**config.mk**
```make
export PLATFORM = sky130hd
export DESIGN_NAME = register_read_select
export DESIGN_NICKNAME = d
export VERILOG_FILES = /design/src/rtl/vector_pkg.sv /design/src/rtl/operand_lane_capture.sv /design/src/rtl/register_read_select.sv
export SDC_FILE = /design/constraint.sdc
export NUM_CORES = 1
export LEC_CHECK = 0
export CORE_UTILIZATION = 47
export CTS_BUF_LIST = sky130_fd_sc_hd__clkbuf_4
export DETAILED_ROUTE_END_ITERATION = 12
export HOLD_SLACK_MARGIN = 0.08
export PLACE_DENSITY = 0.81
export SLEW_MARGIN = 25
export SYNTH_ARGS = -nofsm -noshare
export SYNTH_HDL_FRONTEND = slang
export SYNTH_SLANG_ARGS = --single-unit
```
**constraint.sdc**
```tcl
create_clock -name clk -period 2.4 [get_ports clk]
set_clock_uncertainty 0.05 [all_clocks]
set_input_delay 0.36 -clock clk [delete_from_list [all_inputs] [get_ports clk]]
set_output_delay 0.36 -clock clk [all_outputs]
set_load 0.02 [all_outputs]
```
**src/rtl/vector_pkg.sv**
```systemverilog
// Shared definitions for the register-file read selector: default widths and
// the read-sequencer state encoding.
package vector_pkg;

  localparam int unsigned WIDTH_DEF  = 32;
  localparam int unsigned LANES_DEF  = 4;
  localparam int unsigned RW_DEF     = 4;
  localparam int unsigned LANE_W_DEF = $clog2(LANES_DEF);

  typedef enum logic [1:0] {
    StIdle  = 2'd0,
    StRead  = 2'd1,
    StDrain = 2'd2,
    StHold  = 2'd3
  } rrs_state_e;

endpackage

```
**src/rtl/operand_lane_capture.sv**
```systemverilog
// Delays the RF read enable/lane by one cycle to line up with returning read
// data, then writes that data into the addressed lane of both operands.
module operand_lane_capture
  import vector_pkg::*;
#(
  parameter int unsigned WIDTH = WIDTH_DEF,
  parameter int unsigned LANES = LANES_DEF,
  localparam int unsigned LW   = $clog2(LANES)
) (
  input  logic                   clk,
  input  logic                   rst,
  input  logic                   clr,
  input  logic                   en,
  input  logic [LW-1:0]          lane,
  input  logic [WIDTH-1:0]       rd_a,
  input  logic [WIDTH-1:0]       rd_b,
  output logic [LANES*WIDTH-1:0] op_a,
  output logic [LANES*WIDTH-1:0] op_b
);

  logic                   en_q, en_d;
  logic [LW-1:0]          lane_q, lane_d;
  logic [LANES*WIDTH-1:0] op_a_q, op_a_d;
  logic [LANES*WIDTH-1:0] op_b_q, op_b_d;

  always_comb begin
    en_d   = en & ~clr;
    lane_d = lane;
    op_a_d = op_a_q;
    op_b_d = op_b_q;
    // Clearing on accept keeps a scalar result from inheriting a prior vector's upper lanes.
    if (clr) begin
      op_a_d = '0;
      op_b_d = '0;
    end else if (en_q) begin
      op_a_d[lane_q*WIDTH +: WIDTH] = rd_a;
      op_b_d[lane_q*WIDTH +: WIDTH] = rd_b;
    end
  end

  always_ff @(posedge clk or negedge rst) begin
    if (!rst) begin
      en_q   <= 1'b0;
      lane_q <= '0;
      op_a_q <= '0;
      op_b_q <= '0;
    end else begin
      en_q   <= en_d;
      lane_q <= lane_d;
      op_a_q <= op_a_d;
      op_b_q <= op_b_d;
    end
  end

  assign op_a = op_a_q;
  assign op_b = op_b_q;

endmodule

```
**src/rtl/register_read_select.sv**
```systemverilog
// Operand-read stage between decode and execute: steers reads to the scalar or
// lane-serial vector RF and presents both assembled operands under valid/ready.
module register_read_select
  import vector_pkg::*;
#(
  parameter int unsigned WIDTH = WIDTH_DEF,
  parameter int unsigned LANES = LANES_DEF,
  parameter int unsigned RW    = RW_DEF,
  localparam int unsigned LW   = $clog2(LANES)
) (
  input  logic                   clk,
  input  logic                   rst,
  input  logic                   req_valid,
  output logic                   req_ready,
  input  logic                   vf,
  input  logic [RW-1:0]          ra,
  input  logic [RW-1:0]          rb,
  output logic                   renreg,
  output logic                   renvec,
  output logic [RW-1:0]          rda_addr,
  output logic [RW-1:0]          rdb_addr,
  output logic [LW-1:0]          rlane,
  input  logic [WIDTH-1:0]       rd_a,
  input  logic [WIDTH-1:0]       rd_b,
  output logic                   op_valid,
  input  logic                   op_ready,
  output logic                   op_vf,
  output logic [LANES*WIDTH-1:0] op_a,
  output logic [LANES*WIDTH-1:0] op_b
);

  localparam logic [LW-1:0] LastLane = LW'(LANES - 1);

  rrs_state_e    state_q, state_d;
  logic [LW-1:0] cnt_q, cnt_d;
  logic          vf_q, vf_d;
  logic [RW-1:0] ra_q, ra_d;
  logic [RW-1:0] rb_q, rb_d;
  logic          renreg_q, renreg_d;
  logic          renvec_q, renvec_d;
  logic          op_valid_q, op_valid_d;
  logic          accept;

  assign req_ready = (state_q == StIdle);
  assign accept    = req_valid & req_ready;

  always_comb begin
    state_d = state_q;
    cnt_d   = cnt_q;
    vf_d    = vf_q;
    ra_d    = ra_q;
    rb_d    = rb_q;
    unique case (state_q)
      StIdle: begin
        if (accept) begin
          state_d = StRead;
          vf_d    = vf;
          ra_d    = ra;
          rb_d    = rb;
          cnt_d   = '0;
        end
      end
      StRead: begin
        if (!vf_q || (cnt_q == LastLane)) begin
          state_d = StDrain;
        end else begin
          cnt_d = cnt_q + 1'b1;
        end
      end
      StDrain: state_d = StHold;
      StHold: begin
        if (op_ready) begin
          state_d = StIdle;
        end
      end
      default: state_d = StIdle;
    endcase

    // Outputs are registered from next-state so they line up with the state they describe.
    renreg_d   = (state_d == StRead) & ~vf_d;
    renvec_d   = (state_d == StRead) & vf_d;
    op_valid_d = (state_d == StHold);
  end

  always_ff @(posedge clk or negedge rst) begin
    if (!rst) begin
      state_q    <= StIdle;
      cnt_q      <= '0;
      vf_q       <= 1'b0;
      ra_q       <= '0;
      rb_q       <= '0;
      renreg_q   <= 1'b0;
      renvec_q   <= 1'b0;
      op_valid_q <= 1'b0;
    end else begin
      state_q    <= state_d;
      cnt_q      <= cnt_d;
      vf_q       <= vf_d;
      ra_q       <= ra_d;
      rb_q       <= rb_d;
      renreg_q   <= renreg_d;
      renvec_q   <= renvec_d;
      op_valid_q <= op_valid_d;
    end
  end

  assign renreg   = renreg_q;
  assign renvec   = renvec_q;
  assign rda_addr = ra_q;
  assign rdb_addr = rb_q;
  assign rlane    = cnt_q;
  assign op_valid = op_valid_q;
  assign op_vf    = vf_q;

  operand_lane_capture #(
    .WIDTH (WIDTH),
    .LANES (LANES)
  ) u_capture (
    .clk  (clk),
    .rst  (rst),
    .clr  (accept),
    .en   (renreg_q | renvec_q),
    .lane (cnt_q),
    .rd_a (rd_a),
    .rd_b (rd_b),
    .op_a (op_a),
    .op_b (op_b)
  );

endmodule
```
### Word level (Yosys, flattened, before mapping)

Index checks and enable logic that the tools add are counted.

| word-level totals | value |
|---|---|
| bits in registers | 275 |
| bits of input ports | 77 |
| output and inout bits | 271 |
| word-level logic and storage cells | 54 |

| operators by class | value |
|---|---|
| add/sub/neg operators | 2 |
| equality and inequality tests | 8 |
| shifts and indexed selects | 3 |
| muxes and demuxes | 15 |
| bitwise operators | 7 |
| reductions and logical operators | 7 |

Operator list:

| kind | count |
|---|---|
| 128-bit 2-to-1 mux | 4 |
| 128-bit bitwise mux | 2 |
| 32-bit by 34-bit variable part select with 128-bit output | 2 |
| 32-bit by 34-bit variable shift with 128-bit output (first input constant) | 1 |
| 7-bit negation with 34-bit output | 1 |
| 2-bit 2-to-1 mux | 5 |
| 2-bit equality test (second input constant) | 4 |
| 2-bit case mux with 4 select lines | 1 |
| 1-bit bitwise AND | 4 |
| 2-bit by 1-bit equality test with 1-bit output (second input constant) | 2 |
| 2-bit case mux with 2 select lines | 1 |
| 2-bit nonzero test | 2 |
| 3-bit AND reduction | 1 |
| 2-bit by 1-bit adder with 2-bit output (second input constant) | 1 |
| 2-bit zero test | 1 |
| 1-bit 2-to-1 mux | 2 |
| 2-bit by 1-bit != test with 1-bit output (second input constant) | 1 |
| 2-bit != test (second input constant) | 1 |
| 1-bit inverter | 2 |
| 2-bit AND reduction | 1 |
| 1-bit zero test | 1 |
| 1-bit logical OR | 1 |
| 1-bit bitwise OR | 1 |

### Logic depth before layout (Yosys ltp)

| depth | value |
|---|---|
| depth after elaboration | 6 |
| depth in mapped cells | 7 |
| mapped depth without buffers | 5 |

### By module

A second synthesis with hierarchy kept.

| unflattened totals | value |
|---|---|
| cell total of the unflattened synthesis | 738 |
| area total of the unflattened synthesis | 10,983.0 µm² |

By module, submodules not included:

| module | times used | cells an instance | area each (µm²) | sequential area each (µm²) |
|---|---|---|---|---|
| operand_lane_capture | 1 | 687 | 10,247.3 | 6,481.2 |
| register_read_select | 1 | 51 | 735.7 | 400.4 |

### Least setup slack after synthesis

No wires, ideal clock.

| path | value |
|---|---|
| path type | reg-to-reg |
| from | reg u_capture.lane_q[0] |
| to | reg u_capture.op_a_q[10], in the netlist u_capture.op_a[10] |
| setup time | 0.078 ns |
| arrival time | 1.814 ns |
| setup slack | 0.458 ns |
| cell stages (with the launch flop) | 8 |
| buffers on the path | 2 |
| period minus slack after synthesis | 1.942 ns |
| path through | dfrtp_1 -> inv_1 -> ha_1 -> nor3b_1 -> clkbuf_1 -> buf_1 -> nand3_1 -> a21oi_1 |

| on the way | value |
|---|---|
| longest elaborated chain between the ends | 5 |
| elaborated cells between the ends (all ways) | 6 |
| classes of those cells | add/sub: 1; shift: 2; mux: 3 |

Ends and longest elaborated chain:

| element | line | RTL |
|---|---|---|
| start: declaration | operand_lane_capture.sv:22 | `logic [LW-1:0] lane_q, lane_d;` |
| start signal: assignment | operand_lane_capture.sv:49 | `lane_q <= lane_d;` |
| 7-bit negation with 34-bit output (*) | operand_lane_capture.sv:36 | `op_a_d[lane_q*WIDTH +: WIDTH] = rd_a;` |
| 32-bit by 34-bit variable part select with 128-bit output / 32-bit by 34-bit variable shift with 128-bit output (equally long branches) | operand_lane_capture.sv:36 |  |
| 128-bit bitwise mux (*) | operand_lane_capture.sv:36 |  |
| 128-bit 2-to-1 mux (*) | operand_lane_capture.sv:35 | `end else if (en_q) begin` |
| 128-bit 2-to-1 mux (*) | operand_lane_capture.sv:32 | `if (clr) begin` |
| end signal: assignment | operand_lane_capture.sv:50 | `op_a_q <= op_a_d;` |
| end: declaration | operand_lane_capture.sv:23 | `logic [LANES*WIDTH-1:0] op_a_q, op_a_d;` |

Every way passes the cells marked *; elsewhere a longest branch is shown, timed or not. The select of a mux whose other input is x is not followed.
A chain may end at the register's enable or synchronous reset.

### Worst setup path after layout

| path | value |
|---|---|
| from | reg u_capture.lane_q[0] |
| to | reg u_capture.op_a_q[86], in the netlist u_capture.op_a[86] |

Same word-level chain as after synthesis.

==> impl_metrics.ini <==
[run_status]
status = completed

[critical_path]
crit_required_ns = 2.92
crit_fanout = 19
cp.arrival_ns = 2.77
path_class = reg2reg
critPathLaunchType = register
end_kind = register

[timing]
tightest_slew_ns = 0.601
hold_ws_ns = 0.244
finalHoldViolations = 0
setup-violations-final = 0
min_period_over_period_pct = 93.7
rsz0062_at_grt = false
max_freq_ghz = 0.445
min_period_ns = 2.25
slew_headroom_pct = 59.8
maxSlewViolCount = 0
setup_tns_ns = 0

[grt]
grt_pass1_vias = 8624
grt_start_max_net_pins = 74
track_usage_pct = 29.2
grt_pass1_wl_um = 49600
grt-ovfl-total = 0
antenna_found_initial = 1

[logic_synthesis]
syn_inst = 780
ys_ff_latch = 275
synth_nets = 863
ys.flop_type = dfrtp_1
synthTopCellsByCount = dfrtp_1 (275), a22o_1 (194), nand2_1 (68)
yosysUniqueCellTypes = 27
ys.warnings.count = 0
synth_area_um2 = 10200
avgSynthCellArea_um2 = 13.1
synth_edf_count = 0
synth_seq_area_share_pct = 67.3
netlist.area_leader.share_pct = 67.3
async_reset_ff_share_pct = 100
yosysMostFrequentCell = dfrtp_1
synthTopCellsByArea = dfrtp_1 (67%), a22o_1 (17%), a21oi_1 (3.2%)
yosys.area.top_type = dfrtp_1

[route]
via_count = 8570
drtIter0Drc = 486
wl_met1_um = 12500
dr_wl_met3_um = 2550
drc = 0
postRouteAntennaNets = 0
route.final.wire_length_um = 32400
viasPerCell = 5.76
detail_route.wl_per_cell_um = 21.8
met2_length_um = 16000
top_layer = met4
drtPass1Iterations = 5

[power_and_ir_drop]
pwr-share-clk_pct = 25.5
switchingPower_mw = 5.64
swShare_pct = 36.2
seq_power_share_pct = 38.5
internal_power_mw = 9.94
pwr-share-comb_pct = 35.9
power.leakage_nw = 6.79
powerDensity_nw_per_um2 = 1040
total_power_mw = 15.6
ir_worst_vdd_v = 0.000662

[clock_network]
clock_latency_ns = 0.62
cts_root_buffer = clkbuf_4
clock_path_buffers = 3
h-tree-depth = 3
clock_sinks = 275
cts_tree = yes
clk_pin_slew_ns = 0.07
cts_buffers = 70
cts_setup_buffers = 0

[finish]
layout.nets = 1248
fillers = 1453
layout-drive-gt1-share_pct = 13.4
area_delta_synth_final_pct = 47.1
final_cells = 1489

[floorplanning]
die_x_um = 149
die_area_um2 = 22300
start_util_pct = 48.3
rows = 53
pin_count = 348
coreArea_um2 = 21200
fp.dieH_um = 149

[worst_hold_path]
holdCritPathClass = in2async

[place]
hpwlAfterDp_um = 21800
port_buffers = 347
routabilityCongestion = 0.818
dp.cells = 1366

[flow_run]
cap_violations = 0
==> worst max-delay path: stages, from the launching register on <==
cell and delay, ns:
dfrtp_1 0.45, inv_1 0.12, ha_1 0.32, nand4b_1 0.14, nor3_4 0.50, buf_4 0.38
a22o_1 0.22
==> what timing repair did <==
action                                 in CTS  in global routing
hold buffers                                1                  0
gates resized for setup                     0                  1
setup endpoints to repair                   0                  1
endpoints found under the hold margin     115                  0
==> placed cells by master (no fill, tap or decap), types with 3 or more instances in the layout <==
cell type / synthesis / layout
a21oi_4: 0 / 3
ha_1: 6 / 6
nand3_1: 65 / 65
a21oi_1: 66 / 65
a22o_1: 194 / 194
clkinv_1: 0 / 13
dfrtp_1: 275 / 275
buf_12: 0 / 9
clkdlybuf4s50_1: 0 / 345
buf_4: 1 / 23
mux2_2: 11 / 11
nor2_1: 5 / 5
nor2b_1: 4 / 4
inv_1: 3 / 3
clkbuf_4: 0 / 100
nand2_1: 68 / 67
==> per-stage QoR <==
step / instance area (um^2) / setup slack [ns] / utilization (%)
2_1_floorplan: 10200 / 0.458 / -
3_3_place_gp: 14100 / 0.0196 / 66.7
3_5_place_dp: 14100 / -0.0438 / 66.7
4_1_cts: 15000 / 0.0384 / 70.9
5_1_grt: 15000 / 0.0308 / 71.1
6_report: 15000 / 0.150 / 71.1
==> power groups by stage <==
stage	Clock (mW)	Sequential [mW]	Combinational, mW
finish	3.98	6.00	5.60
CTS	4.08	5.99	5.57
global placement	0	6.03	5.42
detailed placement	0	6.06	5.54
floorplan	0	6.92	1.80
global route	4.34	6.09	5.88
==> worst paths after layout <==
| kind | startpoint | endpoint | slack (ns) | cells after the start |
|---|---|---|---|---|
| worst max-delay path | u_capture.lane_q[0] | u_capture.op_a[86] | 0.15 | 6 |
| worst min-delay path | rst | state_q[1] | 0.24 | 2 |
| worst max register to register | u_capture.lane_q[0] | u_capture.op_a[86] | 0.15 | 6 |
| worst min register to register | rlane[1] | u_capture.lane_q[1] | 0.43 | 0 |
| max in group asynchronous | rst | u_capture.op_a[63] | 1.32 | 3 |
| min in group clk | rb[2] | rdb_addr[2] | 0.29 | 2 |
==> sequential cells by signal (all words and copies together), names as in the netlist <==
register	flops
u_capture.lane_q	2
renvec	1
u_capture.op_a	128
state_q	2
rdb_addr	4
op_valid	1
u_capture.op_b	128
renreg	1
rlane	2
op_vf	1
u_capture.en_q	1
rda_addr	4
==> cell families after synthesis <==
| logic type | share of synthesized area (%) |
|---|---|
| fa+ha+maj | 0.735 |
| flops | 67.3 |
| compound gates | 20.3 |
| mux | 1.21 |
| simple gates | 7.04 |
| buf+inv | 3.40 |
==> per-layer routing <==
| layer | vias to the layer above | GRT usage (%) |
|---|---|---|
| met3 | 83 | 7.50 |
| met5 | - | 0 |
| met4 | 0 | 15.1 |
| met2 | 434 | 47.2 |
| met1 | 4362 | 36.2 |
| li1 | 3691 | - |
==> cell type report <==
cell class	count	area [um^2]	area share, %
diodes	1	2.50	0.0166
clock inverters	20	139	0.924
repair buffers	381	3870	25.7
multi-input cells	434	3040	20.2
clock buffers	100	751	4.99
inverters	3	11.3	0.0749
flip-flops and latches	275	6880	45.8
well taps	275	344	2.29
No activity file was read; power rests on OpenSTA's default activity.
